`src/rtl/fpu_norm_round.sv`:
```
// Normalize-and-round stage for the single-precision FPU result path.
// Left/right normalizes a wide mantissa over several cycles, rounds to nearest-even, and packs an IEEE 754 word.
module fpu_norm_round #(
    parameter int unsigned SHIFT_STEP = 8
) (
    input  logic        clk,
    input  logic        rst_n,
    input  logic        in_valid,
    output logic        in_ready,
    input  logic        in_sign,
    input  logic [9:0]  in_exp,
    input  logic [47:0] in_mant,
    input  logic        in_sticky,
    output logic        out_valid,
    input  logic        out_ready,
    output logic [31:0] outp,
    output logic        out_ovf,
    output logic        out_unf,
    output logic        out_inexact
);

    localparam int unsigned MANT_W = 48;
    localparam int unsigned EXP_W  = 12;
    localparam int unsigned LZ_W   = 6;

    typedef enum logic [1:0] {IDLE, NORM, ROUND, HOLD} state_t;

    state_t                    state;
    logic                      sign_q;
    logic signed [EXP_W-1:0]   exp_q;
    logic [MANT_W-1:0]         mant_q;
    logic                      sticky_q;

    logic [LZ_W-1:0]           lz;
    logic [LZ_W-1:0]           shamt;
    logic                      guard;
    logic                      stk;
    logic                      rnd_up;
    logic [24:0]               kept_sum;
    logic [23:0]               kept_n;
    logic signed [EXP_W-1:0]   exp_r;
    logic [31:0]               res_outp;
    logic                      res_ovf;
    logic                      res_unf;
    logic                      res_inexact;

    // Distance from the highest set bit below bit 47 up to bit 46, clamped to one step.
    always_comb begin
        lz = '0;
        for (int i = 0; i < 47; i++) begin
            if (mant_q[i]) lz = LZ_W'(46 - i);
        end
        shamt = (lz > LZ_W'(SHIFT_STEP)) ? LZ_W'(SHIFT_STEP) : lz;
    end

    // Round to nearest-even; a carry out of 24 bits renormalizes by one.
    always_comb begin
        guard    = mant_q[22];
        stk      = (|mant_q[21:0]) | sticky_q;
        rnd_up   = guard & (stk | mant_q[23]);
        kept_sum = {1'b0, mant_q[46:23]} + 25'(rnd_up);
        if (kept_sum[24]) begin
            kept_n = kept_sum[24:1];
            exp_r  = exp_q + 12'sd1;
        end else begin
            kept_n = kept_sum[23:0];
            exp_r  = exp_q;
        end
    end

    always_comb begin
        res_outp    = {sign_q, 31'd0};
        res_ovf     = 1'b0;
        res_unf     = 1'b0;
        res_inexact = 1'b0;
        if (mant_q == '0) begin
            res_outp = {sign_q, 31'd0};
        end else if (exp_r >= 12'sd255) begin
            res_outp    = {sign_q, 8'hFF, 23'd0};
            res_ovf     = 1'b1;
            res_inexact = 1'b1;
        end else if (exp_r <= 12'sd0) begin
            res_outp    = {sign_q, 31'd0};
            res_unf     = 1'b1;
            res_inexact = 1'b1;
        end else begin
            res_outp    = {sign_q, exp_r[7:0], kept_n[22:0]};
            res_inexact = guard | stk;
        end
    end

    always_ff @(posedge clk) begin
        if (!rst_n) begin
            state       <= IDLE;
            in_ready    <= 1'b1;
            out_valid   <= 1'b0;
            outp        <= '0;
            out_ovf     <= 1'b0;
            out_unf     <= 1'b0;
            out_inexact <= 1'b0;
            sign_q      <= 1'b0;
            exp_q       <= '0;
            mant_q      <= '0;
            sticky_q    <= 1'b0;
        end else begin
            case (state)
                IDLE: begin
                    if (in_valid && in_ready) begin
                        sign_q   <= in_sign;
                        exp_q    <= {{2{in_exp[9]}}, in_exp};
                        mant_q   <= in_mant;
                        sticky_q <= in_sticky;
                        in_ready <= 1'b0;
                        state    <= NORM;
                    end
                end
                NORM: begin
                    if (mant_q == '0) begin
                        state <= ROUND;
                    end else if (mant_q[47]) begin
                        mant_q   <= mant_q >> 1;
                        sticky_q <= sticky_q | mant_q[0];
                        exp_q    <= exp_q + 12'sd1;
                    end else if (mant_q[46]) begin
                        state <= ROUND;
                    end else begin
                        mant_q <= mant_q << shamt;
                        exp_q  <= exp_q - $signed(EXP_W'(shamt));
                    end
                end
                ROUND: begin
                    outp        <= res_outp;
                    out_ovf     <= res_ovf;
                    out_unf     <= res_unf;
                    out_inexact <= res_inexact;
                    out_valid   <= 1'b1;
                    state       <= HOLD;
                end
                HOLD: begin
                    if (out_ready) begin
                        out_valid <= 1'b0;
                        in_ready  <= 1'b1;
                        state     <= IDLE;
                    end
                end
                default: begin
                    state <= IDLE;
                end
            endcase
        end
    end

endmodule

```
`config.mk`:
```
export PLATFORM = sky130hd
export DESIGN_NAME = fpu_norm_round
export DESIGN_NICKNAME = d
export VERILOG_FILES = /design/src/rtl/fpu_norm_round.sv
export SDC_FILE = /design/constraint.sdc
export NUM_CORES = 1
export LEC_CHECK = 0
export CELL_PAD_IN_SITES_DETAIL_PLACEMENT = 1
export CELL_PAD_IN_SITES_GLOBAL_PLACEMENT = 1
export CORE_ASPECT_RATIO = 0.5
export CORE_MARGIN = 4
export CORE_UTILIZATION = 42
export CTS_BUF_LIST = sky130_fd_sc_hd__clkbuf_16
export DETAILED_ROUTE_END_ITERATION = 10
export PLACE_DENSITY_LB_ADDON = 0.1
export SYNTH_ARGS = -nofsm -noshare
export SYNTH_HDL_FRONTEND = slang
export SYNTH_SLANG_ARGS = --single-unit
```
`constraint.sdc`:
```
create_clock -name clk -period 5.4 [get_ports clk]
set_input_delay 1.62 -clock clk [delete_from_list [all_inputs] [get_ports clk]]
set_output_delay 1.62 -clock clk [all_outputs]
set_load 0.01 [all_outputs]
```
==> results.json <==
{
  "post-route-period-util_pct": 87.6,
  "grt_pass1_wl_um": 53100,
  "cts_made_buffers": 9,
  "yosysTopAreaCell": "dfxtp_1",
  "cts_buffer_depth": 2,
  "status": "finished clean",
  "relSlewSlack_pct": 34.6,
  "yosys-top-cells-area": "dfxtp_1 25%, mux2i_1 8.0%, nand2_1 7.4%",
  "r2r_start": "mant_q[33]",
  "hold_slack_ps": 464,
  "ys_ff_latch": 101,
  "ys.flop_type": "dfxtp_1",
  "startpoint_type": "register",
  "seq_area_frac_synth_pct": 24.5,
  "wl_met2_um": 14400,
  "maxCapViolations": 0,
  "hold_start": "outp[7]",
  "yosysMostFrequentCell": "nand2_1",
  "slew_violations": 0,
  "drc": 0,
  "critPathSlowestCell": "or4b_4",
  "yosys-top-cells-count": "163 x nand2_1, 101 x dfxtp_1, 90 x clkbuf_1",
  "via_count": 9389,
  "rows": 35,
  "slowest_delay_ps": 570,
  "vdd_ir_drop_max_mv": 0.612,
  "ctsHoldBuffers": 0,
  "start_util_pct": 43.8,
  "post-route-min-period_ps": 4730,
  "hold_path_depth": 2,
  "cts-root-buf": "clkbuf_16",
  "power.static_leakage_nw": 3.37,
  "ios": 101,
  "arrival_ps": 5000,
  "place.gp.congestion": 0.964,
  "yosysTopAreaCellShare_pct": 24.5,
  "cp_top_family": "simple AND/OR/NAND/NOR gates",
  "p_per_area_nw_per_um2": 800,
  "place_inst": 1411,
  "first_pass_iters": 6,
  "area_delta_synth_final_pct": 16.3,
  "drtIter0Drc": 897,
  "wl_met3_um": 3100,
  "wl_met1_um": 15800,
  "layout.nets": 1241,
  "cp_num_cells": 16,
  "clk_pin_slew_worst_paths_ps": 90,
  "tritoncts": "built",
  "fin_worst_skew_ps": 11.1,
  "routed_wirelength_um": 34100,
  "cp_cell_sequence": "or4_4, or4b_4, nor4_4, a21oi_1, a211oi_2, inv_2, ha_1, nor2b_1, o21ai_0, a21boi_0, o21ai_0, nand2b_1, a21oi_1, a32oi_1, and3_1, o31a_1",
  "cp_num_buf_inv": 1,
  "fillers": 2392,
  "via_per_inst": 6.58,
  "setup_ws_ps": 668,
  "crit_type": "reg -> reg",
  "setup-violations-final": 0,
  "synthDistinctLibCells": 79,
  "die_w_um": 206,
  "dieArea_um2": 22100,
  "fin_tns_setup_ps": 0,
  "syn_avg_cell_area_um2": 7.25,
  "htreeDepth": 3,
  "drive_above_1_share_pct": 5.74,
  "synth_async_sr_flop_share_pct": 0,
  "rsz0062_at_grt": "false",
  "synth-edff-count": 0,
  "highest_layer": "met4",
  "cts_resized": 0,
  "wl_per_cell_um": 23.9,
  "grt_pass1_vias": 9196,
  "critPathCaptureType": "register",
  "die_h_um": 107,
  "ant_nets": 0,
  "preCtsSetupSlack_ps": 734,
  "cts.sinks": 101,
  "max_freq_ghz": 0.211,
  "cts_setup_buffers": 0,
  "netlist_instances": 1137,
  "final_cell_count_no_fill": 1427,
  "finalPower_mw": 7.67,
  "hp-class": "reg -> reg",
  "coreArea_um2": 18800,
  "grt-ovfl-total": 0,
  "synth_area_um2": 8240,
  "insertion_delay_ps": 370,
  "tightest_slew_ps": 978,
  "numPortBuffers": 100,
  "hold_viol": 0,
  "yosysWarnings": 0,
  "required_ps": 5660,
  "grt_max_degree": 67,
  "grt_antenna_before_repair": 0,
  "cp_max_fo": 16,
  "antennaDiodeCount": 0,
  "gr-usage-all-layers_pct": 30.2,
  "r2r_cells": 16,
  "dp.final_hpwl_um": 24700,
  "cp-startpoint": "mant_q[33]"
}
power by group:
| part | total [mW] | internal (mW) | switching (mW) | leakage, nW |
|---|---|---|---|---|
| Sequential | 1.56 | 0.979 | 0.583 | 0.824 |
| Combinational | 5.43 | 1.93 | 3.50 | 2.41 |
| Clock | 0.679 | 0.325 | 0.354 | 0.141 |
per-layer routing:
| layer | GRT usage, % | up-vias |
|---|---|---|
| met2 | 45.4 | 434 |
| li1 | - | 4219 |
| met1 | 43.3 | 4649 |
| met3 | 7.13 | 87 |
| met5 | 0 | - |
| met4 | 7.54 | 0 |
through the flow:
step	utilization, %	cell area (µm²)
finish	50.9	9580
global route	50.9	9580
CTS	50.9	9580
detailed placement	49.4	9300
global placement	49.4	9300
floorplan	-	8240
sequential cells by signal, indices dropped and copies added (netlist names):
| register | flops |
|---|---|
| mant_q | 48 |
| exp_q | 12 |
| sticky_q | 1 |
| out_unf | 1 |
| state | 2 |
| out_ovf | 1 |
| outp | 32 |
| out_inexact | 1 |
| out_valid | 1 |
| in_ready | 1 |
| sign_q | 1 |
cell usage in the layout, fill, tap and decap left out, types with 12 or more instances in the layout:
master             n
mux2i_1           66
o2111ai_1         13
nor2b_1           20
a22oi_1           14
and2_1            15
ha_1              12
nand3_1           37
clkdlybuf4s50_1   99
buf_4             28
dfxtp_1          100
inv_1             24
nand2_1          163
nor2_1            69
and3_1            15
a21oi_1           39
o21ai_0           82
nor3_1            43
xnor2_1           21
nand4_1           18
o211ai_1          29
o22ai_1           42
xor2_1            14
final cells by class:
| cell class | count | area (µm²) | share of cell area (%) |
|---|---|---|---|
| Sequential cell | 101 | 2020 | 21.1 |
| Inverter | 28 | 105 | 1.10 |
| Multi-Input combinational cell | 895 | 5640 | 58.8 |
| Clock inverter | 7 | 61.3 | 0.640 |
| Clock buffer | 9 | 225 | 2.35 |
| Tap cell | 259 | 324 | 3.38 |
| Timing Repair Buffer | 128 | 1210 | 12.6 |
final timing paths:
check	to	slack, ps
worst max-delay path	exp_q[11]	670
worst min-delay path	outp[7]	460
worst max register to register	exp_q[11]	670
worst min register to register	outp[7]	460
cells by family after synthesis:
group           after synthesis  share of synthesized area (%)
xor+xnor                     35                           3.72
other cells                   1                         0.0455
mux                          69                           8.43
buf+inv                     142                           7.39
fa+ha+maj                    14                           2.22
compound gates              330                           27.0
flops                       101                           24.5
simple gates                445                           26.6
worst min-delay path: stages, from the launching register on:
cell     delay (ps)
dfxtp_1         340
nand2_1          50
o21ai_0          50
(Power assumes the default switching activity.)
